## src/rtl/lsu_tlul_host.sv

```systemverilog
// lsu_tlul_host: bridges the LSU req/gnt/rvalid data port onto a TL-UL host port.
//   clk_i, rst_ni          clock / async active-low reset
//   data_req_i..wdata_i    LSU request (held stable until data_gnt_o)
//   data_gnt_o             A-channel handshake completed this cycle
//   data_rvalid_o/rdata_o/err_o  registered response, one pulse per transaction
//   tl_o / tl_i            TL-UL A channel + d_ready / D channel + a_ready
// Up to MaxOutstanding transactions are tracked; responses are expected in order.

package tlul_pkg;
  localparam int unsigned TlSrcW = 8;
  localparam logic [15:0] TlUserDefault = 16'h0000;

  typedef enum logic [2:0] {
    PutFullData    = 3'h0,
    PutPartialData = 3'h1,
    Get            = 3'h4
  } tl_a_op_e;

  typedef enum logic [2:0] {
    AccessAck     = 3'h0,
    AccessAckData = 3'h1
  } tl_d_op_e;

  typedef struct packed {
    logic              a_valid;
    tl_a_op_e          a_opcode;
    logic [2:0]        a_param;
    logic [1:0]        a_size;
    logic [TlSrcW-1:0] a_source;
    logic [31:0]       a_address;
    logic [3:0]        a_mask;
    logic [31:0]       a_data;
    logic [15:0]       a_user;
    logic              d_ready;
  } tl_h2d_t;

  typedef struct packed {
    logic              d_valid;
    tl_d_op_e          d_opcode;
    logic [2:0]        d_param;
    logic [1:0]        d_size;
    logic [TlSrcW-1:0] d_source;
    logic              d_sink;
    logic [31:0]       d_data;
    logic [15:0]       d_user;
    logic              d_error;
    logic              a_ready;
  } tl_d2h_t;
endpackage

module lsu_tlul_host
  import tlul_pkg::*;
#(
  parameter int unsigned MaxOutstanding = 2,
  parameter int unsigned SrcW           = 2
) (
  input  logic        clk_i,
  input  logic        rst_ni,
  input  logic        data_req_i,
  output logic        data_gnt_o,
  input  logic        data_we_i,
  input  logic [3:0]  data_be_i,
  input  logic [31:0] data_addr_i,
  input  logic [31:0] data_wdata_i,
  output logic        data_rvalid_o,
  output logic [31:0] data_rdata_o,
  output logic        data_err_o,
  output tl_h2d_t     tl_o,
  input  tl_d2h_t     tl_i
);

  localparam int unsigned CntW = $clog2(MaxOutstanding + 1);

  logic [CntW-1:0] r_cnt;
  logic [SrcW-1:0] r_src_ptr;
  logic [SrcW-1:0] r_exp_src;
  logic            r_rvalid;
  logic [31:0]     r_rdata;
  logic            r_err;

  logic            w_a_valid;
  logic            w_gnt;
  logic            w_rsp;
  logic [CntW-1:0] w_cnt_d;
  logic            w_unused;

  assign w_a_valid = data_req_i & (r_cnt < CntW'(MaxOutstanding));
  assign w_gnt     = w_a_valid & tl_i.a_ready;
  // A response with nothing outstanding is spurious (e.g. issued before a reset) and dropped.
  assign w_rsp     = tl_i.d_valid & (r_cnt != '0);

  always_comb begin
    w_cnt_d = r_cnt;
    if (w_gnt && !w_rsp) begin
      w_cnt_d = r_cnt + 1'b1;
    end else if (!w_gnt && w_rsp) begin
      w_cnt_d = r_cnt - 1'b1;
    end
  end

  always_comb begin
    tl_o.a_valid   = w_a_valid;
    tl_o.a_param   = 3'b000;
    tl_o.a_size    = 2'd2;
    tl_o.a_source  = TlSrcW'(r_src_ptr);
    tl_o.a_address = {data_addr_i[31:2], 2'b00};
    tl_o.a_data    = data_wdata_i;
    tl_o.a_user    = TlUserDefault;
    tl_o.d_ready   = 1'b1;
    if (!data_we_i) begin
      tl_o.a_opcode = Get;
      tl_o.a_mask   = 4'hF;
    end else begin
      tl_o.a_opcode = (data_be_i == 4'hF) ? PutFullData : PutPartialData;
      tl_o.a_mask   = data_be_i;
    end
  end

  assign data_gnt_o    = w_gnt;
  assign data_rvalid_o = r_rvalid;
  assign data_rdata_o  = r_rdata;
  assign data_err_o    = r_err;

  always_ff @(posedge clk_i or negedge rst_ni) begin
    if (!rst_ni) begin
      r_cnt     <= '0;
      r_src_ptr <= '0;
      r_exp_src <= '0;
      r_rvalid  <= 1'b0;
      r_rdata   <= '0;
      r_err     <= 1'b0;
    end else begin
      r_cnt    <= w_cnt_d;
      r_rvalid <= w_rsp;
      if (w_gnt) begin
        r_src_ptr <= (r_src_ptr == SrcW'(MaxOutstanding - 1)) ? '0 : r_src_ptr + 1'b1;
      end
      // rdata/err hold between responses.
      if (w_rsp) begin
        r_rdata   <= (tl_i.d_opcode == AccessAckData) ? tl_i.d_data : '0;
        r_err     <= tl_i.d_error | (tl_i.d_source != TlSrcW'(r_exp_src));
        r_exp_src <= (r_exp_src == SrcW'(MaxOutstanding - 1)) ? '0 : r_exp_src + 1'b1;
      end
    end
  end

  // D-channel fields this host has no use for.
  assign w_unused = ^{tl_i.d_param, tl_i.d_size, tl_i.d_sink, tl_i.d_user, data_addr_i[1:0]};

endmodule
```

## config.mk

```make
export PLATFORM = sky130hd
export DESIGN_NAME = lsu_tlul_host
export DESIGN_NICKNAME = d
export VERILOG_FILES = /design/src/rtl/lsu_tlul_host.sv
export SDC_FILE = /design/constraint.sdc
export NUM_CORES = 1
export LEC_CHECK = 0
export BUFFER_PORTS_ARGS = -buffer_cell sky130_fd_sc_hd__buf_2
export CAP_MARGIN = 20
export CORE_AREA = 2 2 108 110
export DETAILED_ROUTE_END_ITERATION = 16
export DIE_AREA = 0 0 110 112
export HOLD_SLACK_MARGIN = 0.06
export SLEW_MARGIN = 20
export SYNTH_ARGS = -nofsm -noshare
export SYNTH_HDL_FRONTEND = slang
export SYNTH_SLANG_ARGS = --single-unit
```

## constraint.sdc

```tcl
create_clock -name clk_i -period 4.32 [get_ports clk_i]
set_input_delay 0.864 -clock clk_i [delete_from_list [all_inputs] [get_ports clk_i]]
set_output_delay 0.864 -clock clk_i [all_outputs]
set_load 0.02 [all_outputs]
```

==> impl_metrics.env, run 1 <==
export IMPL_status="finished clean"
export IMPL_crit_top_cell="buf_2"
export IMPL_viasPerCell=3.68
export IMPL_dieArea_um2=12300
export IMPL_crit_arrival_ns=1.48
export IMPL_cts_tree="yes"
export IMPL_holdBufCountCts=0
export IMPL_final_hold_viol_count=0
export IMPL_endpoint="data_gnt_o"
export IMPL_avgRoutedWirePerCell_um=12.2
export IMPL_crit_cells=4
export IMPL_cp_top_family="simple AND/OR/NAND/NOR gates"
export IMPL_syn2layout_area_growth_pct=11.4
export IMPL_rsz0062_at_grt="no"
export IMPL_synthCells=201
export IMPL_path_buf_inv=2
export IMPL_r2r_setup_slack_ns=2.46
export IMPL_track_usage=0.0742
export IMPL_synth_area_leaders="dfrtp_1 (45%), buf_4 (31%), a22o_1 (12%), xor2_1 (1.9%), buf_6 (1.5%)"
export IMPL_cp_start_kind="primary input"
export IMPL_startpoint="data_req_i"
export IMPL_port_buffers=97
export IMPL_relSlewSlack=0.399
export IMPL_core_um2=11200
export IMPL_layout_drive_gt1_share=0.464
export IMPL_htreeDepth=2
export IMPL_yosysTopAreaCell="dfrtp_1"
export IMPL_die_y_um=112
export IMPL_fin_ws_ns=1.98
export IMPL_r2r_start="r_cnt[0]$_DFFE_PN0P_"
export IMPL_routed_wl_um=4640
export IMPL_remaining_drc_errors=0
export IMPL_hold_path_class="reg2reg"
export IMPL_ir_drop_mv=0.169
export IMPL_slowest_stage="and2_1"
export IMPL_initial_core_util=0.201
export IMPL_slew_violations=0
export IMPL_cts_setup_buffers=0
export IMPL_rows=39
export IMPL_fin_crit_ns=2.34
export IMPL_maxCapViolations=0
export IMPL_dpl_hpwl_um=3410
export IMPL_grt_overflow=0
export IMPL_antenna_cells=0
export IMPL_grt_pass1_wl_um=6790
export IMPL_reg2reg_depth=5
export IMPL_hold_ws_ns=0.496
export IMPL_cts_clk_slew_worst_paths_ns=0.06
export IMPL_drtIter0Drc=27
export IMPL_cellPowerDensity_nw_per_um2=506
export IMPL_synth_top_area_share=0.445
export IMPL_drtPass1Iterations=4
export IMPL_cts_repair_resized=0
export IMPL_clock_latency_ns=0.28
export IMPL_syn_area_um2=2250
export IMPL_gp_congestion=0.591
export IMPL_fmax_mhz=427
export IMPL_path_class="in2out"
export IMPL_ys_seq_area_frac=0.445
export IMPL_preCtsSetupSlack_ns=1.98
export IMPL_synth_avg_cell_area_um2=11.2
export IMPL_end_kind="output port"
export IMPL_tns_ns=0
export IMPL_fin_skew_ns=0.00335
export IMPL_drtAntennaViolNets=0
export IMPL_grt_antenna_before_repair=0
export IMPL_ys_ff_latch=40
export IMPL_required_ns=3.46
export IMPL_grt_max_degree=41
export IMPL_synth_cell_types=24
export IMPL_reg2reg_to="r_cnt[1]$_DFFE_PN0P_"
export IMPL_min_period_over_period=0.542
export IMPL_final_setup_viol_count=0
export IMPL_tightestPinTransition_ns=0.901
export IMPL_cts_buffers_inserted=5
export IMPL_nFillCells=1206
export IMPL_pin_count=277
export IMPL_yosys_warnings=0
export IMPL_p_leak_uw=0.00137
export IMPL_crit_chain="buf_2 > nor2b_1 > and2_1 > buf_2"
export IMPL_cts_buffer_depth=2
export IMPL_clock_sinks=40
export IMPL_fin_nets=378
export IMPL_grt_pass1_vias=1323
export IMPL_clock_root_buffer="clkbuf_16"
export IMPL_cp_max_fo=4
export IMPL_slowest_delay_ns=0.22
export IMPL_die_x_um=110
export IMPL_vias=1397
[how the worst min path moves through the flow]
stage,endpoint,start,slack [ns],cells past startpoint
final,r_src_ptr[0]$_DFFE_PN0P_,r_src_ptr[0]$_DFFE_PN0P_,0.50,1
after CTS,r_src_ptr[1]$_DFFE_PN0P_,r_src_ptr[0]$_DFFE_PN0P_,0.50,1
after detailed placement,r_src_ptr[1]$_DFFE_PN0P_,r_src_ptr[0]$_DFFE_PN0P_,0.48,1
after floorplan,r_exp_src[1]$_DFFE_PN0P_,r_exp_src[0]$_DFFE_PN0P_,0.48,1
after global placement,r_src_ptr[1]$_DFFE_PN0P_,r_src_ptr[0]$_DFFE_PN0P_,0.47,1
after global routing,r_src_ptr[0]$_DFFE_PN0P_,r_src_ptr[0]$_DFFE_PN0P_,0.51,1
[layer usage]
metal  track usage  vias to the layer above  wire (um)  part of all wire
met2         0.116                      103       2140              0.46
met4        0.0624                        0        258             0.056
met3        0.0293                       28        534              0.12
met5             0                        -          0                 0
met1        0.0766                      644       1710              0.37
li1              -                      622          -                 -
[state kept, by name, summed over array words and instances, names as in the netlist]
signal,count
r_cnt,2
data_rvalid_o,1
r_src_ptr,2
data_err_o,1
data_rdata_o,32
r_exp_src,2
[synthesized netlist by cell type (all sizes together)]
library cell	number
o21ai	1
dfrtp	40
a21oi	1
a41oi	1
inv	2
a21boi	2
ha	1
nand2b	4
and2	1
or4	1
nor2b	1
buf	98
nor4b	1
nor4	1
xor2	5
conb	2
a22o	32
xnor2	2
nor2	2
nor3	1
clkbuf	2
[per-stage QoR]
| stage | utilization | power [uW] | instances | area [um^2] |
|---|---|---|---|---|
| 2_1_floorplan | - | 785 | 230 | 2360 |
| 3_3_place_gp | 0.205 | 781 | 372 | 2290 |
| 5_1_grt | 0.224 | 1340 | 380 | 2500 |
| 4_1_cts | 0.222 | 1280 | 379 | 2480 |
| 6_report | 0.224 | 1270 | 380 | 2500 |
| 3_5_place_dp | 0.205 | 790 | 372 | 2290 |
[report_power, final]
group / total, uW / leakage (uW) / switching [uW] / internal, uW
Combinational: 321 / 0.000748 / 197 / 124
Clock: 470 / 0.0000899 / 143 / 328
Sequential: 476 / 0.000535 / 43.3 / 433
[cells in the final DEF (no fill, tap or decap), types with 2 or more instances in the layout]
master / synthesis / routed
a21boi_1: 2 / 2
a22o_1: 32 / 32
buf_2: 1 / 97
buf_4: 94 / 2
bufinv_16: 0 / 2
clkbuf_16: 0 / 5
conb_1: 2 / 31
dfrtp_1: 40 / 40
nand2b_1: 4 / 4
nor2_1: 2 / 2
xnor2_1: 2 / 2
xor2_1: 5 / 5
[area by class of cell]
type                            count  area [um^2]  share of cell area
Sequential cell                    40         1000               0.400
Multi-Input combinational cell     88          603               0.241
Timing Repair Buffer              100          528               0.211
Tap cell                          143          179              0.0715
Clock buffer                        5          125              0.0500
Clock inverter                      2         60.1              0.0240
Inverter                            2         7.51             0.00300
[cells by family after synthesis]
kind of cell	share of synthesized area
xor gates and xnor gates	0.0273
AOI/OAI and AO/OA	0.141
adders and majority gates	0.00557
DFF	0.445
and+or+nand+nor	0.0390
buffers and inverters	0.338
other	0.00334
(Power assumes the default switching activity.)
==> run 2: changes to the inputs <==
- ABC_AREA: not set -> 1
- clock period: 4.32 -> 2.25 ns (I/O delays scaled with it)
==> impl_metrics.env, run 2 <==
export IMPL_cts_buffer_depth=2
export IMPL_synth_most_common_cell="buf_4"
export IMPL_drtIter0Drc=62
export IMPL_dieArea_um2=12300
export IMPL_slowest_delay_ns=0.50
export IMPL_port_buffers=97
export IMPL_clock_latency_ns=0.28
export IMPL_rows=39
export IMPL_remaining_drc_errors=0
export IMPL_track_usage=0.0919
export IMPL_fin_crit_ns=1.76
export IMPL_grt_pass1_vias=1747
export IMPL_cellPowerDensity_nw_per_um2=874
export IMPL_path_class="reg2reg"
export IMPL_switching_share=0.365
export IMPL_synth_commonest_cells="buf_4 (94), nand2_1 (78), dfrtp_1 (40)"
export IMPL_r2r_setup_slack_ns=0.49
export IMPL_r2r_start="r_cnt[0]$_DFFE_PN0P_"
export IMPL_synth_cell_types=20
export IMPL_fmax_mhz=567
export IMPL_final_setup_viol_count=0
export IMPL_required_ns=2.43
export IMPL_cts_tree="yes"
export IMPL_synth_edf_count=0
export IMPL_ys_ff_latch=40
export IMPL_largest_register_ff_count=32
export IMPL_synth_avg_cell_area_um2=8.40
export IMPL_tightestPinTransition_ns=0.665
export IMPL_ir_drop_mv=0.306
export IMPL_power_frac_comb=0.297
export IMPL_maxCapViolations=0
export IMPL_tns_ns=0
export IMPL_cts_setup_buffers=0
export IMPL_p_seq_frac=0.401
export IMPL_fin_nets=464
export IMPL_p_leak_uw=0.00157
export IMPL_rsz0062_at_grt="no"
export IMPL_drtPass1Iterations=4
export IMPL_holdBufCountCts=0
export IMPL_grt_max_degree=36
export IMPL_slowest_stage="o21ai_4"
export IMPL_core_um2=11200
export IMPL_grt_overflow=0
export IMPL_nFillCells=1250
export IMPL_vias=1762
export IMPL_htreeDepth=2
export IMPL_avgRoutedWirePerCell_um=11.9
export IMPL_reg2reg_depth=5
export IMPL_fin_skew_ns=0.0100
export IMPL_yosys_warnings=0
export IMPL_hold_path_class="in2async"
export IMPL_endpoint="r_cnt[1]$_DFFE_PN0P_"
export IMPL_status="finished clean"
export IMPL_synth_area_leaders="dfrtp_1 (41%), buf_4 (29%), nand2_1 (12%), nand3_1 (6.6%), inv_1 (1.8%)"
export IMPL_p_int_uw=1450
export IMPL_initial_core_util=0.218
export IMPL_min_period_over_period=0.783
export IMPL_layout_drive_gt1_share=0.359
export IMPL_die_y_um=112
export IMPL_yosysTopAreaCell="dfrtp_1"
export IMPL_cp_max_fo=17
export IMPL_finalPower_uw=2280
export IMPL_die_x_um=110
export IMPL_antenna_cells=0
export IMPL_path_buf_inv=0
export IMPL_drtAntennaViolNets=0
export IMPL_slew_violations=0
export IMPL_crit_chain="o21ai_4 > ha_1 > a21oi_1 > nand2_1 > xor2_1"
export IMPL_grt_pass1_wl_um=8660
export IMPL_clock_root_buffer="clkbuf_16"
export IMPL_synth_top_area_share=0.411
export IMPL_startpoint="r_cnt[0]$_DFFE_PN0P_"
export IMPL_cp_top_family="compound AO/OA/AOI/OAI gates"
export IMPL_gp_congestion=0.628
export IMPL_routed_wl_um=5540
export IMPL_syn_area_um2=2440
export IMPL_pwr_share_clk=0.303
export IMPL_syn2layout_area_growth_pct=6.98
export IMPL_relSlewSlack=0.557
export IMPL_cts_repair_resized=0
export IMPL_cts_clk_slew_worst_paths_ns=0.06
export IMPL_cp_start_kind="flop"
export IMPL_crit_cells=5
export IMPL_reg2reg_to="r_cnt[1]$_DFFE_PN0P_"
export IMPL_viasPerCell=3.78
export IMPL_end_kind="flop"
export IMPL_dpl_hpwl_um=4000
export IMPL_ys_flop_type="dfrtp_1"
export IMPL_p_sw_uw=830
export IMPL_pin_count=277
export IMPL_grt_antenna_before_repair=0
export IMPL_hold_ws_ns=0.194
export IMPL_clock_sinks=40
export IMPL_final_hold_viol_count=0
export IMPL_crit_arrival_ns=1.94
export IMPL_mostFrequentLayoutCells="buf_2 (97), nand2_1 (78), dfrtp_1 (40)"
export IMPL_final_common_cell="buf_2"
export IMPL_synthCells=290
export IMPL_async_flop_share=1.00
export IMPL_ys_seq_area_frac=0.411
export IMPL_cts_buffers_inserted=5
-- run 2: changes by cell type in the layout (fill, tap and decap cells not counted), sizes merged, moves of 4 or more --
cell    change
a22o       -32
inv        +11
nand2      +78
nand2b      -4
nand3      +32
nor2        +4
or2         +5
-- run 2: cell families (layout without fill, tap and decap cells) --
logic type	after synthesis	count (layout)	share of synthesized area
and+or+nand+nor	122	122	0.213
buffers and inverters	116	120	0.336
DFF	40	40	0.411
AOI/OAI and AO/OA	5	5	0.0180
xor gates and xnor gates	4	4	0.0144
other	2	31	0.00308
adders and majority gates	1	1	0.00513
-- run 2: area by class of cell --
cell class,instances,area [um^2],share of cell area
sequential,40,1000,0.384
multi-input combinational,163,733,0.281
timing repair buffer,100,508,0.195
tap,143,179,0.0686
clock buffer,5,125,0.0480
inverter,13,48.8,0.0187
clock inverter,2,12.5,0.00480
-- run 2: power groups by stage --
stage	clock network, uW	logic [uW]	registers (uW)
2_1_floorplan	0	574	1030
3_3_place_gp	0	680	921
3_5_place_dp	0	695	925
4_1_cts	724	694	915
5_1_grt	757	761	930
6_report	689	676	913
-- run 2: routing by layer --
layer,global-route usage,wire length [um],share of wire,up-vias
li1,-,-,-,831
met1,0.111,2220,0.40,801
met2,0.137,2490,0.45,92
met3,0.0322,493,0.089,38
met4,0.0599,338,0.061,0
met5,0,0,0,-
-- run 2: worst min path at each step --
stage / endpoint / slack, ns / cells after the start
6_report: r_src_ptr[0]$_DFFE_PN0P_ / 0.19 / 1
5_1_grt: r_src_ptr[1]$_DFFE_PN0P_ / 0.26 / 1
4_1_cts: r_src_ptr[1]$_DFFE_PN0P_ / 0.23 / 1
3_5_place_dp: data_rdata_o[4]$_DFFE_PN0P_ / 0.46 / 2
3_3_place_gp: data_rdata_o[9]$_DFFE_PN0P_ / 0.46 / 2
2_1_floorplan: data_err_o$_DFFE_PN0P_ / 0.15 / 0
-- run 2: metrics by stage --
stage / instances / setup WS, ns / util / area, um^2
5_1_grt: 466 / 0.286 / 0.233 / 2610
3_3_place_gp: 459 / 0.470 / 0.221 / 2470
3_5_place_dp: 459 / 0.438 / 0.221 / 2470
2_1_floorplan: 319 / 0.694 / - / 2550
4_1_cts: 466 / 0.421 / 0.233 / 2610
6_report: 466 / 0.487 / 0.233 / 2610
